$ cat config.mk
export PLATFORM = sky130hd
export DESIGN_NAME = regfile_seq_flat
export DESIGN_NICKNAME = d
export VERILOG_FILES = /design/src/rtl/regfile_seq_if.sv /design/src/rtl/regfile_seq.sv /design/src/flat_wrapper.sv
export SDC_FILE = /design/constraint.sdc
export NUM_CORES = 1
export LEC_CHECK = 0
export CAP_MARGIN = 30
export CORE_ASPECT_RATIO = 0.8
export CORE_MARGIN = 10
export CORE_UTILIZATION = 50
export CTS_CLUSTER_DIAMETER = 150
export DETAILED_ROUTE_END_ITERATION = 8
export PLACE_DENSITY = 0.86
export SLEW_MARGIN = 0
export SYNTH_ARGS = -nofsm -noshare
export SYNTH_HDL_FRONTEND = slang
export SYNTH_SLANG_ARGS = --single-unit
export TNS_END_PERCENT = 100
$ cat constraint.sdc
create_clock -name clk -period 6.3 [get_ports clk]
set_clock_uncertainty 0.05 [all_clocks]
set_input_delay 1.26 -clock clk [delete_from_list [all_inputs] [get_ports clk]]
set_output_delay 1.26 -clock clk [all_outputs]
set_load 0.1 [all_outputs]
$ cat src/rtl/regfile_seq_if.sv
`default_nettype none
// +------------------------------------------------------------------+
// | Interface   : regfile_seq_if                                     |
// | Description : Command, register-file, stream-out and status      |
// |               signals of the register-file sequencer.            |
// |               master = environment side, slave = sequencer side. |
// | Revision    : 1.0  initial release                               |
// +------------------------------------------------------------------+
interface regfile_seq_if;
  // Command channel
  logic        CmdValid;
  logic        CmdReady;
  logic [1:0]  CmdOp;
  logic [4:0]  CmdSrc;
  logic [4:0]  CmdDst;
  logic [5:0]  CmdCount;
  logic [31:0] CmdData;
  // Register-file port (sequencer is the register-file master)
  logic [4:0]  RfReadAddress1;
  logic [4:0]  RfReadAddress2;
  logic [4:0]  RfWriteAddress;
  logic [31:0] RfWriteData;
  logic        RfReadWriteEn;
  logic [31:0] RfReadData1;
  logic [31:0] RfReadData2;
  // Stream-out channel
  logic        OutValid;
  logic        OutReady;
  logic [31:0] OutData;
  logic [4:0]  OutAddr;
  // Status
  logic        Busy;
  logic        Done;
  logic        Err;

  modport master (
    output CmdValid, CmdOp, CmdSrc, CmdDst, CmdCount, CmdData,
    input  CmdReady,
    input  RfReadAddress1, RfReadAddress2, RfWriteAddress, RfWriteData, RfReadWriteEn,
    output RfReadData1, RfReadData2,
    input  OutValid, OutData, OutAddr,
    output OutReady,
    input  Busy, Done, Err
  );

  modport slave (
    input  CmdValid, CmdOp, CmdSrc, CmdDst, CmdCount, CmdData,
    output CmdReady,
    output RfReadAddress1, RfReadAddress2, RfWriteAddress, RfWriteData, RfReadWriteEn,
    input  RfReadData1, RfReadData2,
    output OutValid, OutData, OutAddr,
    input  OutReady,
    output Busy, Done, Err
  );
endinterface
`default_nettype wire

$ cat src/rtl/regfile_seq.sv
`default_nettype none
// +------------------------------------------------------------------+
// | Module      : regfile_seq                                        |
// | Description : Sequencer driving a 32x32 register file: FILL a    |
// |               range with a constant, COPY a range (pipelined,    |
// |               ascending-copy semantics) or DUMP a range to a     |
// |               valid/ready stream. SCRATCH is clobbered by COPY   |
// |               and DUMP.                                          |
// | Revision    : 1.0  initial release                               |
// +------------------------------------------------------------------+
module regfile_seq #(
  parameter logic [4:0] SCRATCH = 5'd31
) (
  input  wire logic  clk,
  input  wire logic  rst_n,
  regfile_seq_if.slave bus
);

  localparam logic [1:0] c_OP_FILL    = 2'b00;
  localparam logic [1:0] c_OP_COPY    = 2'b01;
  localparam logic [1:0] c_OP_ILLEGAL = 2'b11;

  typedef enum logic [2:0] {
    IDLE = 3'd0,
    FILL = 3'd1,
    COPY = 3'd2,
    DRD  = 3'd3,
    DOUT = 3'd4,
    DONE = 3'd5
  } state_t;

  state_t      r_state;
  logic [4:0]  r_src;
  logic [4:0]  r_dst;
  logic [5:0]  r_cnt;
  logic [5:0]  r_idx;       // element (FILL/DUMP) or pipeline cycle (COPY)
  logic        r_cmd_ready;
  logic [4:0]  r_ra1;
  logic [4:0]  r_ra2;
  logic [4:0]  r_wa;
  logic [31:0] r_wd;
  logic        r_en;
  logic        r_wsel;      // COPY: write data comes from the read pipeline
  logic        r_fwd_v;     // read of this cycle collided with last write
  logic [31:0] r_fwd_d;
  logic        r_out_valid;
  logic [4:0]  r_out_addr;
  logic        r_busy;
  logic        r_done;
  logic        r_err;

  logic [5:0]  w_next;
  logic [31:0] w_rd1;

  assign w_next = r_idx + 6'd1;

  // The register file returns pre-write contents, so a read that hit the
  // address written in the same cycle is replaced by that written value.
  // This gives overlapping copies ascending element-by-element semantics.
  assign w_rd1 = r_fwd_v ? r_fwd_d : bus.RfReadData1;

  // Read data only exists one edge after the read is issued, so COPY write
  // data and DUMP stream data pass through muxes whose selects are registers.
  assign bus.RfWriteData    = r_wsel ? w_rd1 : r_wd;
  assign bus.OutData        = r_out_valid ? bus.RfReadData2 : 32'd0;

  assign bus.CmdReady       = r_cmd_ready;
  assign bus.RfReadAddress1 = r_ra1;
  assign bus.RfReadAddress2 = r_ra2;
  assign bus.RfWriteAddress = r_wa;
  assign bus.RfReadWriteEn  = r_en;
  assign bus.OutValid       = r_out_valid;
  assign bus.OutAddr        = r_out_addr;
  assign bus.Busy           = r_busy;
  assign bus.Done           = r_done;
  assign bus.Err            = r_err;

  // Sequencer FSM with all control outputs registered.
  always_ff @(posedge clk) begin
    if (!rst_n) begin
      r_state     <= IDLE;
      r_src       <= 5'd0;
      r_dst       <= 5'd0;
      r_cnt       <= 6'd0;
      r_idx       <= 6'd0;
      r_cmd_ready <= 1'b0;
      r_ra1       <= 5'd0;
      r_ra2       <= 5'd0;
      r_wa        <= 5'd0;
      r_wd        <= 32'd0;
      r_en        <= 1'b0;
      r_wsel      <= 1'b0;
      r_fwd_v     <= 1'b0;
      r_fwd_d     <= 32'd0;
      r_out_valid <= 1'b0;
      r_out_addr  <= 5'd0;
      r_busy      <= 1'b0;
      r_done      <= 1'b0;
      r_err       <= 1'b0;
    end else begin
      case (r_state)
        IDLE: begin
          r_cmd_ready <= 1'b1;
          if (bus.CmdValid && r_cmd_ready) begin
            r_cmd_ready <= 1'b0;
            r_busy      <= 1'b1;
            r_src       <= bus.CmdSrc;
            r_dst       <= bus.CmdDst;
            r_cnt       <= bus.CmdCount;
            r_idx       <= 6'd0;
            r_wsel      <= 1'b0;
            r_fwd_v     <= 1'b0;
            if (bus.CmdOp == c_OP_ILLEGAL || bus.CmdCount == 6'd0) begin
              // Nothing to touch in the register file.
              r_state <= DONE;
              r_done  <= 1'b1;
              r_err   <= (bus.CmdOp == c_OP_ILLEGAL);
            end else begin
              r_en <= 1'b1;
              case (bus.CmdOp)
                c_OP_FILL: begin
                  r_state <= FILL;
                  r_ra1   <= SCRATCH;
                  r_ra2   <= SCRATCH;
                  r_wa    <= bus.CmdDst;
                  r_wd    <= bus.CmdData;
                end
                c_OP_COPY: begin
                  // Cycle 0 primes the read pipeline; its write lands on SCRATCH.
                  r_state <= COPY;
                  r_ra1   <= bus.CmdSrc;
                  r_ra2   <= SCRATCH;
                  r_wa    <= SCRATCH;
                  r_wd    <= 32'd0;
                end
                default: begin
                  r_state <= DRD;
                  r_ra1   <= SCRATCH;
                  r_ra2   <= bus.CmdSrc;
                  r_wa    <= SCRATCH;
                  r_wd    <= 32'd0;
                end
              endcase
            end
          end
        end

        FILL: begin
          if (w_next == r_cnt) begin
            r_en    <= 1'b0;
            r_state <= DONE;
            r_done  <= 1'b1;
          end else begin
            r_idx <= w_next;
            r_wa  <= r_dst + w_next[4:0];
          end
        end

        COPY: begin
          r_fwd_v <= r_wsel && (r_ra1 == r_wa);
          r_fwd_d <= w_rd1;
          if (r_idx == r_cnt) begin
            r_en    <= 1'b0;
            r_wsel  <= 1'b0;
            r_fwd_v <= 1'b0;
            r_state <= DONE;
            r_done  <= 1'b1;
          end else begin
            // Next cycle reads element idx+1 (SCRATCH after the last) and
            // writes element idx with the data read this cycle.
            r_idx  <= w_next;
            r_ra1  <= (w_next == r_cnt) ? SCRATCH : (r_src + w_next[4:0]);
            r_wa   <= r_dst + r_idx[4:0];
            r_wsel <= 1'b1;
          end
        end

        DRD: begin
          r_en        <= 1'b0;
          r_state     <= DOUT;
          r_out_valid <= 1'b1;
          r_out_addr  <= r_ra2;
        end

        DOUT: begin
          if (bus.OutReady) begin
            r_out_valid <= 1'b0;
            if (w_next == r_cnt) begin
              r_state <= DONE;
              r_done  <= 1'b1;
            end else begin
              r_idx   <= w_next;
              r_state <= DRD;
              r_en    <= 1'b1;
              r_ra2   <= r_src + w_next[4:0];
            end
          end
        end

        DONE: begin
          r_done      <= 1'b0;
          r_err       <= 1'b0;
          r_busy      <= 1'b0;
          r_cmd_ready <= 1'b1;
          r_state     <= IDLE;
        end

        default: begin
          r_state <= IDLE;
        end
      endcase
    end
  end

endmodule
`default_nettype wire

$ cat src/flat_wrapper.sv
// flat-port wrapper written by rule: the top's interface ports become plain ports
module regfile_seq_flat 
#(
  parameter logic [4:0] SCRATCH = 5'd31
)
  (clk, rst_n, bus_CmdValid, bus_CmdOp, bus_CmdSrc, bus_CmdDst, bus_CmdCount, bus_CmdData, bus_CmdReady, bus_RfReadAddress1, bus_RfReadAddress2, bus_RfWriteAddress, bus_RfWriteData, bus_RfReadWriteEn, bus_RfReadData1, bus_RfReadData2, bus_OutValid, bus_OutData, bus_OutAddr, bus_OutReady, bus_Busy, bus_Done, bus_Err);
  regfile_seq_if bus_i ();
  input  wire logic clk;
  input  wire logic rst_n;
  input wire logic [$bits(bus_i.CmdValid)-1:0] bus_CmdValid;
  input wire logic [$bits(bus_i.CmdOp)-1:0] bus_CmdOp;
  input wire logic [$bits(bus_i.CmdSrc)-1:0] bus_CmdSrc;
  input wire logic [$bits(bus_i.CmdDst)-1:0] bus_CmdDst;
  input wire logic [$bits(bus_i.CmdCount)-1:0] bus_CmdCount;
  input wire logic [$bits(bus_i.CmdData)-1:0] bus_CmdData;
  output wire logic [$bits(bus_i.CmdReady)-1:0] bus_CmdReady;
  output wire logic [$bits(bus_i.RfReadAddress1)-1:0] bus_RfReadAddress1;
  output wire logic [$bits(bus_i.RfReadAddress2)-1:0] bus_RfReadAddress2;
  output wire logic [$bits(bus_i.RfWriteAddress)-1:0] bus_RfWriteAddress;
  output wire logic [$bits(bus_i.RfWriteData)-1:0] bus_RfWriteData;
  output wire logic [$bits(bus_i.RfReadWriteEn)-1:0] bus_RfReadWriteEn;
  input wire logic [$bits(bus_i.RfReadData1)-1:0] bus_RfReadData1;
  input wire logic [$bits(bus_i.RfReadData2)-1:0] bus_RfReadData2;
  output wire logic [$bits(bus_i.OutValid)-1:0] bus_OutValid;
  output wire logic [$bits(bus_i.OutData)-1:0] bus_OutData;
  output wire logic [$bits(bus_i.OutAddr)-1:0] bus_OutAddr;
  input wire logic [$bits(bus_i.OutReady)-1:0] bus_OutReady;
  output wire logic [$bits(bus_i.Busy)-1:0] bus_Busy;
  output wire logic [$bits(bus_i.Done)-1:0] bus_Done;
  output wire logic [$bits(bus_i.Err)-1:0] bus_Err;
  assign bus_i.CmdValid = bus_CmdValid;
  assign bus_i.CmdOp = bus_CmdOp;
  assign bus_i.CmdSrc = bus_CmdSrc;
  assign bus_i.CmdDst = bus_CmdDst;
  assign bus_i.CmdCount = bus_CmdCount;
  assign bus_i.CmdData = bus_CmdData;
  assign bus_CmdReady = bus_i.CmdReady;
  assign bus_RfReadAddress1 = bus_i.RfReadAddress1;
  assign bus_RfReadAddress2 = bus_i.RfReadAddress2;
  assign bus_RfWriteAddress = bus_i.RfWriteAddress;
  assign bus_RfWriteData = bus_i.RfWriteData;
  assign bus_RfReadWriteEn = bus_i.RfReadWriteEn;
  assign bus_i.RfReadData1 = bus_RfReadData1;
  assign bus_i.RfReadData2 = bus_RfReadData2;
  assign bus_OutValid = bus_i.OutValid;
  assign bus_OutData = bus_i.OutData;
  assign bus_OutAddr = bus_i.OutAddr;
  assign bus_i.OutReady = bus_OutReady;
  assign bus_Busy = bus_i.Busy;
  assign bus_Done = bus_i.Done;
  assign bus_Err = bus_i.Err;
  regfile_seq #(.SCRATCH(SCRATCH)) u_core (.clk(clk), .rst_n(rst_n), .bus(bus_i));
endmodule
==> impl_metrics.yaml <==
timing:
  slew_violations: 0
  slew_at_the_pin_closest_to_its_max_slew_limit_ps: 1030
  setup_tns_ps: 0
  setup_violations_final: 0
  final_hold_viol_count: 0
  max_clock_freq_mhz: 221
  postLayoutSetupSlackWorst_ps: 1780
  finalCritPeriodShare_pct: 71.8
  rsz0062_at_grt: "no"
  fin_worst_hold_slack_ps: 400
  post-route-min-period_ps: 4520
  max_slew_margin_pct: 30.8
logic_synthesis:
  synth_area_leader_cell: "sky130_fd_sc_hd__dfxtp_1"
  synth.avg_cell_area_um2: 7.67
  yosys.cell_types.count: 55
  synthFlopType: "sky130_fd_sc_hd__dfxtp_1"
  ys_seq_area_share_pct: 38.5
  synth_enable_flop_cells: 0
  synth.top_cell.area_share_pct: 38.5
  synth.top_cells.by_count: "155 x sky130_fd_sc_hd__nand2_1, 137 x sky130_fd_sc_hd__a21oi_1, 117 x sky130_fd_sc_hd__dfxtp_1, 68 x sky130_fd_sc_hd__nor2_1, 44 x sky130_fd_sc_hd__clkbuf_1"
  synth_fp_nets: 922
  syn_area_mm2: 0.00608
  synth-seq-cells: 117
  yosys.cell_count.top_type: "sky130_fd_sc_hd__nand2_1"
  yosys_warnings: 0
  syn-instance-count: 793
  synthTopCellsByArea: "sky130_fd_sc_hd__dfxtp_1 39%, sky130_fd_sc_hd__a21oi_1 11%, sky130_fd_sc_hd__nand2_1 9.6%, sky130_fd_sc_hd__mux2i_1 6.9%, sky130_fd_sc_hd__nor2_1 4.2%"
  postSynth.asyncResetShare_pct: 0
clock_tree:
  cts_htree_levels: 4
  cts_tree: "done"
  cts.sink_count: 117
  number_of_buffers_inserted_during_clock_tree_synthesis: 17
  postCtsSetupRepairBufs: 0
  clk_pin_slew_worst_paths_ps: 50
  cts_repair_resize_count: 0
  cts_hold_buffers: 0
  ctsLongestPathBuffers: 2
  root_buffer: "sky130_fd_sc_hd__clkbuf_16"
  clk-insertion-delay-late_ps: 420
floorplan:
  die_width_um: 143
  chipHeight_um: 119
  core_area_mm2: 0.0117
  io_pins: 208
  initial_utilization_pct: 52.0
  rows: 35
  die_ar_mm2: 0.0170
placement:
  placedInstanceArea_mm2: 0.00816
  place.gp.congestion: 0.946
  worst_slack_at_placement_ps: 1770
  dpl.cell_count: 1097
  numPortBuffers: 207
  hpwl_um: 15200
drt:
  routed_wl_um: 21200
  route.detailed.wl_per_inst_um: 18.8
  detail_route.iter0.violations: 659
  route.detailed.drc: 0
  post_drt_via_cell_ratio: 5.64
  dr_total_vias: 6370
  drtPass1Iterations: 5
  antenna_violating_nets_post_route: 0
global_routing:
  globalRouteOverflowTotal: 0
  grt_pass1_vias: 5916
  grt_start_max_net_pins: 58
  antenna_found_initial: 0
  grt_use_total_pct: 23.9
  grt_first_pass_wirelength_um: 32600
power_and_ir_drop:
  peakVddDrop_mv: 0.287
  p_per_area_mw_per_mm2: 432
  leakage_dissipation_nw: 3.19
  finalPower_mw: 3.79
job:
  number_of_max_cap_violations: 0
final_layout:
  area_delta_synth_final_pct: 44.2
  n_fill_cell: 889
  inserted_diodes: 0
  final_layout_size_suffix_gt1_share_pct: 5.40
  final_net_count: 1097
  stdcell_area_mm2: 0.00877
  post_layout_nonfiller_instances: 1129
  fin_util_pct: 75.0
setup_path:
  worst-endpoint-required_ps: 4990
  crit_path_start_kind: "primary input"
  cp_max_fo: 2
  path_class: "primary input to output pin"
  cp_arrival_ps: 3210
  timing.critical_path.to_type: "output pin"
run_status:
  outcome: "complete, no violations"
worst_hold_path:
  worst_hold_path_type: "flip-flop to flip-flop"
## where the power goes
| group | switching (mW) | internal, mW |
|---|---|---|
| combinational | 1.28 | 0.503 |
| sequential | 0.140 | 0.861 |
| clock | 0.342 | 0.662 |
| total | 1.77 | 2.03 |
## registers in the layout, indices dropped and copies added (netlist names), 3 cells and up
| signal | count |
|---|---|
| u_core.r_dst | 5 |
| u_core.r_cnt | 6 |
| u_core.r_wd | 32 |
| u_core.bus.RfReadAddress2 | 5 |
| u_core.r_state | 3 |
| u_core.bus.RfWriteAddress | 5 |
| u_core.r_fwd_d | 32 |
| u_core.r_idx | 6 |
| u_core.bus.RfReadAddress1 | 5 |
| u_core.r_src | 5 |
| u_core.bus.OutAddr | 5 |
## worst max-delay path: stages
cell and delay [ps]:
sky130_fd_sc_hd__clkdlybuf4s50_1 490, sky130_fd_sc_hd__mux2i_1 80, sky130_fd_sc_hd__a21oi_1 190, sky130_fd_sc_hd__clkdlybuf4s50_1 1190
## final cells by class
type                    count  area [um2]  area share [%]
well taps                 148         185            2.11
inverters                   7        27.5           0.314
clock inverters             8         121            1.38
repair buffers            214        2120            24.2
multi-input cells         611        3480            39.6
clock buffers              24         492            5.61
flip-flops and latches    117        2340            26.7
## worst paths after layout
kind                  startpoint                            to  slack (ps)  cells after the start
max          bus_RfReadData1[13]           bus_RfWriteData[13]        1780                      4
min              u_core.r_wd[17]               u_core.r_wd[17]         400                      2
max reg2reg    u_core.r_state[1]  u_core.bus.RfWriteAddress[4]        3180                     10
min reg2reg      u_core.r_wd[17]               u_core.r_wd[17]         400                      2
## cell usage in the layout (no fill, tap or decap), types with 2 or more instances in the layout
cell                                n
sky130_fd_sc_hd__fa_1               2
sky130_fd_sc_hd__nand2b_1           3
sky130_fd_sc_hd__clkdlybuf4s50_1  207
sky130_fd_sc_hd__clkbuf_8           4
sky130_fd_sc_hd__clkbuf_16         17
sky130_fd_sc_hd__nor3_1             3
sky130_fd_sc_hd__nand2_1          155
sky130_fd_sc_hd__dfxtp_2            2
sky130_fd_sc_hd__o21ai_0           18
sky130_fd_sc_hd__nor4_1             3
sky130_fd_sc_hd__nand3_1           39
sky130_fd_sc_hd__inv_1              5
sky130_fd_sc_hd__o22ai_1           10
sky130_fd_sc_hd__dfxtp_1          115
sky130_fd_sc_hd__clkinv_2           4
sky130_fd_sc_hd__a31oi_1            2
sky130_fd_sc_hd__mux2i_1           42
sky130_fd_sc_hd__or3_1              6
sky130_fd_sc_hd__xor2_1            14
sky130_fd_sc_hd__and2_1            34
sky130_fd_sc_hd__a21o_1             5
sky130_fd_sc_hd__nand3b_1           6
sky130_fd_sc_hd__a21oi_1          137
sky130_fd_sc_hd__nor2_1            66
sky130_fd_sc_hd__clkbuf_1           3
sky130_fd_sc_hd__ha_1               9
sky130_fd_sc_hd__a211oi_1          12
sky130_fd_sc_hd__bufinv_16          3
sky130_fd_sc_hd__buf_4              7
sky130_fd_sc_hd__xnor2_1           15
sky130_fd_sc_hd__o21a_1             3
## routing by layer
metal  routed length, um  global-route usage (%)  up-vias
met5                   0                       0        -
met4                 444                    7.90        0
met3                1820                    6.64       29
met2               10000                    38.8      288
met1                8910                    29.7     2991
li1                    -                       -     3062
## cells by family after synthesis
kind of cell	after synthesis	share of synthesized area, %
buffers and inverters	65	4.48
adders and majority gates	11	2.51
AOI/OAI and AO/OA	200	18.7
and+or+nand+nor	327	24.3
DFF	117	38.5
xor gates and xnor gates	30	4.44
muxes	43	7.10
No activity file was read; power rests on OpenSTA's default activity.
